[src/rtl/pkt_mux_lock.sv]
// N-to-1 packet read multiplexer: port is chosen at SOP and held until EOP so packets never interleave.
// All outputs are registered (one cycle input-to-output latency), with protocol-error pulses and a packet counter.
module pkt_mux_lock #(
  parameter int unsigned PORT_NUM   = 16,
  parameter int unsigned DATA_WIDTH = 64,
  parameter int unsigned CNT_W      = 16,
  localparam int unsigned SEL_W     = $clog2(PORT_NUM)
) (
  input  logic                  i_clk,
  input  logic                  i_rst,
  input  logic                  i_en,
  input  logic [SEL_W-1:0]      i_sel,
  input  logic [PORT_NUM-1:0]   i_rd_sop,
  input  logic [PORT_NUM-1:0]   i_rd_eop,
  input  logic [PORT_NUM-1:0]   i_rd_vld,
  input  logic [DATA_WIDTH-1:0] i_rd_data [PORT_NUM],
  output logic                  o_rd_sop,
  output logic                  o_rd_eop,
  output logic                  o_rd_vld,
  output logic [DATA_WIDTH-1:0] o_rd_data,
  output logic                  o_busy,
  output logic [SEL_W-1:0]      o_cur_sel,
  output logic                  o_err_nosop,
  output logic                  o_err_sop,
  output logic [CNT_W-1:0]      o_pkt_cnt
);

  typedef enum logic {
    IDLE = 1'b0,
    LOCK = 1'b1
  } state_e;

  state_e                state_q, state_d;
  logic [SEL_W-1:0]      cur_sel_q, cur_sel_d;
  logic                  sop_q, sop_d;
  logic                  eop_q, eop_d;
  logic                  vld_q, vld_d;
  logic [DATA_WIDTH-1:0] data_q, data_d;
  logic                  err_nosop_q, err_nosop_d;
  logic                  err_sop_q, err_sop_d;
  logic [CNT_W-1:0]      pkt_cnt_q, pkt_cnt_d;

  logic [SEL_W-1:0]      port;
  logic                  port_ok;
  logic                  p_vld;
  logic                  p_sop;
  logic                  p_eop;
  logic [DATA_WIDTH-1:0] p_data;

  // Candidate port: the locked one mid-packet, else the requested one if enabled and in range.
  always_comb begin
    port    = (state_q == LOCK) ? cur_sel_q : i_sel;
    port_ok = (state_q == LOCK) || (i_en && (32'(i_sel) < PORT_NUM));
    p_vld   = port_ok && i_rd_vld[port];
    p_sop   = p_vld && i_rd_sop[port];
    p_eop   = p_vld && i_rd_eop[port];
    p_data  = p_vld ? i_rd_data[port] : '0;
  end

  always_comb begin
    state_d     = state_q;
    cur_sel_d   = cur_sel_q;
    sop_d       = 1'b0;
    eop_d       = 1'b0;
    vld_d       = 1'b0;
    data_d      = '0;
    err_nosop_d = 1'b0;
    err_sop_d   = 1'b0;
    pkt_cnt_d   = pkt_cnt_q;

    unique case (state_q)
      IDLE: begin
        if (p_vld && p_sop) begin
          cur_sel_d = i_sel;
          sop_d     = 1'b1;
          eop_d     = p_eop;
          vld_d     = 1'b1;
          data_d    = p_data;
          if (p_eop) pkt_cnt_d = pkt_cnt_q + CNT_W'(1);
          else       state_d   = LOCK;
        end else if (p_vld) begin
          err_nosop_d = 1'b1;
        end
      end
      LOCK: begin
        // A stray SOP inside a packet is forwarded as a plain beat and flagged.
        if (p_vld) begin
          vld_d     = 1'b1;
          eop_d     = p_eop;
          data_d    = p_data;
          err_sop_d = p_sop;
          if (p_eop) begin
            state_d   = IDLE;
            pkt_cnt_d = pkt_cnt_q + CNT_W'(1);
          end
        end
      end
      default: state_d = IDLE;
    endcase
  end

  always_ff @(posedge i_clk) begin
    if (i_rst) begin
      state_q     <= IDLE;
      cur_sel_q   <= '0;
      sop_q       <= 1'b0;
      eop_q       <= 1'b0;
      vld_q       <= 1'b0;
      data_q      <= '0;
      err_nosop_q <= 1'b0;
      err_sop_q   <= 1'b0;
      pkt_cnt_q   <= '0;
    end else begin
      state_q     <= state_d;
      cur_sel_q   <= cur_sel_d;
      sop_q       <= sop_d;
      eop_q       <= eop_d;
      vld_q       <= vld_d;
      data_q      <= data_d;
      err_nosop_q <= err_nosop_d;
      err_sop_q   <= err_sop_d;
      pkt_cnt_q   <= pkt_cnt_d;
    end
  end

  assign o_rd_sop    = sop_q;
  assign o_rd_eop    = eop_q;
  assign o_rd_vld    = vld_q;
  assign o_rd_data   = data_q;
  assign o_busy      = (state_q == LOCK);
  assign o_cur_sel   = cur_sel_q;
  assign o_err_nosop = err_nosop_q;
  assign o_err_sop   = err_sop_q;
  assign o_pkt_cnt   = pkt_cnt_q;

endmodule

[config.mk]
export PLATFORM = sky130hd
export DESIGN_NAME = pkt_mux_lock
export DESIGN_NICKNAME = d
export VERILOG_FILES = /design/src/rtl/pkt_mux_lock.sv
export SDC_FILE = /design/constraint.sdc
export NUM_CORES = 1
export LEC_CHECK = 0
export ABC_AREA = 1
export CAP_MARGIN = 20
export CORE_AREA = 2 2 455 457
export CTS_BUF_LIST = sky130_fd_sc_hd__clkbuf_16
export DETAILED_ROUTE_END_ITERATION = 10
export DIE_AREA = 0 0 457 459
export MAX_ROUTING_LAYER = met4
export PLACE_DENSITY = 0.3
export SLEW_MARGIN = 20
export SYNTH_ARGS = -nofsm -noshare
export SYNTH_HDL_FRONTEND = slang
export SYNTH_SLANG_ARGS = --single-unit
[constraint.sdc]
create_clock -name i_clk -period 2.54 [get_ports i_clk]
set_clock_uncertainty 0.1 [all_clocks]
set_input_delay 0.381 -clock i_clk [delete_from_list [all_inputs] [get_ports i_clk]]
set_output_delay 0.381 -clock i_clk [all_outputs]
set_load 0.005 [all_outputs]
==> flow_summary_export.csv <==
group,metric,value,unit
die,chipHeight,459,um
global_routing,grt_pass1_vias,23265,
die,start_util,6.02,%
final_layout,final_util,15.2,%
drt,wire_per_inst,29.1,um
pwr,p_leak,11.0,nW
worst_setup_path,cp-start-kind,"register",
global_routing,grt_remaining_overflow,0,
outcome,status,"complete, no violations",
synth,syn_nets,3350,
sta,setup_viol,0,
synth,synth-seq-area-share,14.6,%
drt,final_antenna_net_count,0,
placed_design,post-dp-hpwl,158000,um
worst_setup_path,critical_path_class,"reg2reg",
final_layout,layout-drive-gt1-share,14.9,%
global_routing,grt_max_degree,66,
die,io_pins,1169,
flow_run,cap_violations,0,
synth,yosys.area.top_type_share,18.6,%
synth,yosysUniqueCellTypes,33,
clock_network,cts_max_path_buffers,2,
sta,relSlewSlack,50.6,%
clock_network,root_buffer,"clkbuf_16",
synth,ys_seq_elements,90,
sta,max_freq,0.394,GHz
drt,drc,0,
drt,drtPass1Iterations,5,
final_layout,syn2layout_area_growth,153,%
worst_setup_path,path_buf_inv,6,
worst_setup_path,cp_top_family,"buffers and inverters",
final_layout,final_cells,6346,
synth,yosys-top-cells-area,"o21ai_0 19%, dfxtp_1 15%, nor2_1 13%",
die,core_area,0.206,mm2
die,rows,167,
pwr,powerDensity,574,mW/mm2
hold_path,holdCritPathClass,"reg2reg",
worst_setup_path,worstPathArrival,2.85,ns
synth,yosysWarnings,0,
clock_network,cts.sinks,90,
clock_network,cts_buffers,9,
final_layout,final_area,0.0313,mm2
drt,route.vias.total,23009,
clock_network,cts_hold_buf,0,
pwr,p_total,18.0,mW
placed_design,dp_cells,6208,
global_routing,antenna_found_initial,139,
drt,wirelength,185000,um
sta,tightest_slew,0.742,ns
clock_network,path_clk_slew,0.11,ns
placed_design,post-place-ws,-0.916,ns
sta,drv_slew,0,
synth,syn_area_per_cell,5.45,um2
worst_setup_path,cpPeakStageDelay,0.38,ns
worst_setup_path,path_cells,"buf_6, buf_6, o21ai_4, buf_8, buf_12, buf_12, o21ai_1, o22ai_2, buf_4, nand2_1, nand3_2, nand2_1, nor2_2",
worst_setup_path,cp.required,2.85,ns
worst_setup_path,endpoint_kind,"register",
synth,yosys.area.top_type,"o21ai_0",
sta,final.setup.tns,0,ns
drt,drtIter0Drc,1671,
placed_design,place_congestion,0.871,
global_routing,track_usage,17.1,%
placed_design,place_area,0.0294,mm2
placed_design,io_buffers,1168,
synth,syn_area,0.0124,mm2
sta,final.min_clock_period,2.54,ns
global_routing,grt_first_pass_wirelength,231000,um
clock_network,cts_max_level,3,
clock_network,clkLatencyLatePin,0.46,ns
final_layout,final_nets,4639,
die,die_area,0.210,mm2
worst_setup_path,cp_max_fo,12,
die,die_w,457,um
clock_network,cts_tree,"yes",
synth,synth_cells,2270,
drt,vias_per_cell,3.63,
worst_setup_path,cp_slowest_cell,"dfxtp_4",
sta,timing.hold.ws,0.397,ns
sta,rsz0062_at_grt,"true",
sta,timing_hold_violations_final,0,
pwr,max-vdd-ir-drop,403,uV
sta,fin_ws,0.00400,ns
sta,fin_crit_sh,99.8,%
==> routing by layer <==
| metal | routed length [um] | global-route usage [%] | vias to the layer above |
|---|---|---|---|
| li1 | - | - | 10683 |
| met1 | 84300 | 21.6 | 11069 |
| met2 | 82200 | 26.4 | 1164 |
| met3 | 17000 | 6.49 | 93 |
| met4 | 1270 | 1.84 | 0 |
| met5 | 0 | - | - |
==> where the power goes <==
group | switching [mW] | leakage, nW | internal, mW
Combinational | 8.29 | 10.1 | 6.27
Sequential | 0.121 | 0.730 | 1.58
Clock | 1.02 | 0.150 | 0.705
==> state kept, by name, summed over array words and instances, names as in the netlist <==
name	cells
o_err_sop	1
o_pkt_cnt	16
o_err_nosop	1
o_busy	1
o_cur_sel	4
o_rd_vld	1
o_rd_eop	1
o_rd_data	64
o_rd_sop	1
==> placed cells by master, fill, tap and decap left out, types with 3 or more instances in the layout <==
master           instances
o21ai_4                  4
a21oi_1                145
diode_2                 78
o21ai_2                  3
dfxtp_1                 88
nand2_1                388
buf_4                  239
o22ai_2                 30
clkbuf_16               18
nand2_8                  5
inv_8                    3
o21ai_1                 17
xor2_1                  11
nor3_4                   8
nand2_4                  5
nor2_2                  11
nand3_2                 24
nor2_1                 434
buf_12                  57
o21ai_0                442
nand3_4                  5
buf_6                   21
nand3_1                 83
a32o_2                   3
nor3_2                  30
nor4_1                   4
buf_8                    5
nor3_1                  10
a32o_1                  47
clkdlybuf4s50_1       1167
o22ai_1                174
nand2_2                 19
buf_16                   7
a21oi_2                 15
inv_1                   17
xnor2_1                  3
==> path summary, 6_finish.rpt <==
check / slack (ns) / startpoint / end / depth (start not counted)
hold reg to reg: 0.40 / o_cur_sel[3]$_SDFFE_PP0P_ / o_cur_sel[3]$_SDFFE_PP0P_ / 2
setup reg to reg: 0.004 / o_busy$_SDFF_PP0_ / o_rd_data[56]$_SDFF_PP0_ / 13
setup / recovery: 0.004 / o_busy$_SDFF_PP0_ / o_rd_data[56]$_SDFF_PP0_ / 13
hold / removal: 0.40 / o_cur_sel[3]$_SDFFE_PP0P_ / o_cur_sel[3]$_SDFFE_PP0P_ / 2
==> area by class of cell <==
class,instances,area [um2]
Antenna cell,78,195
Clock buffer,9,225
Clock inverter,7,81.3
Fill cell,23939,174000
Inverter,21,95.1
Multi-Input combinational cell,1930,10100
Sequential cell,90,1810
Tap cell,2704,3380
Timing Repair Buffer,1507,15400
==> timing repair <==
item | 4_1_cts | 5_1_grt
pin swaps | 5 | 31
setup buffers | 5 | 28
gates cloned | 3 | 10
resized for setup | 76 | 120
endpoints found under the setup margin | 83 | 73
==> cell families after synthesis <==
family | after synthesis | share of synthesized area (%)
adder cells (fa/ha/maj) | 1 | 0.101
flip-flops | 90 | 14.6
AND/OR/NAND/NOR | 1028 | 35.0
buffers and inverters | 252 | 9.36
XOR/XNOR | 14 | 0.990
AO/OA/AOI/OAI | 885 | 40.0
==> Yosys cell counts, drive strengths merged <==
master  instances
nand3         112
o22ai         206
nand4           1
dfxtp          90
buf            83
xnor2           3
nor4            4
a21oi         162
ha              1
a32o           50
nor2          447
nor3           48
clkbuf        148
nand2         415
o211ai          1
xor2           11
or2             1
inv            21
o21ai         466
==> worst register-to-register path, stage by stage (launching register included) <==
cell and delay (ns):
dfxtp_4 0.38, buf_6 0.14, buf_6 0.12, o21ai_4 0.19
buf_8 0.14, buf_12 0.16, buf_12 0.21, o21ai_1 0.13
o22ai_2 0.28, buf_4 0.17, nand2_1 0.12, nand3_2 0.14
nand2_1 0.08, nor2_2 0.15
Power figures use the tool's default switching activity.
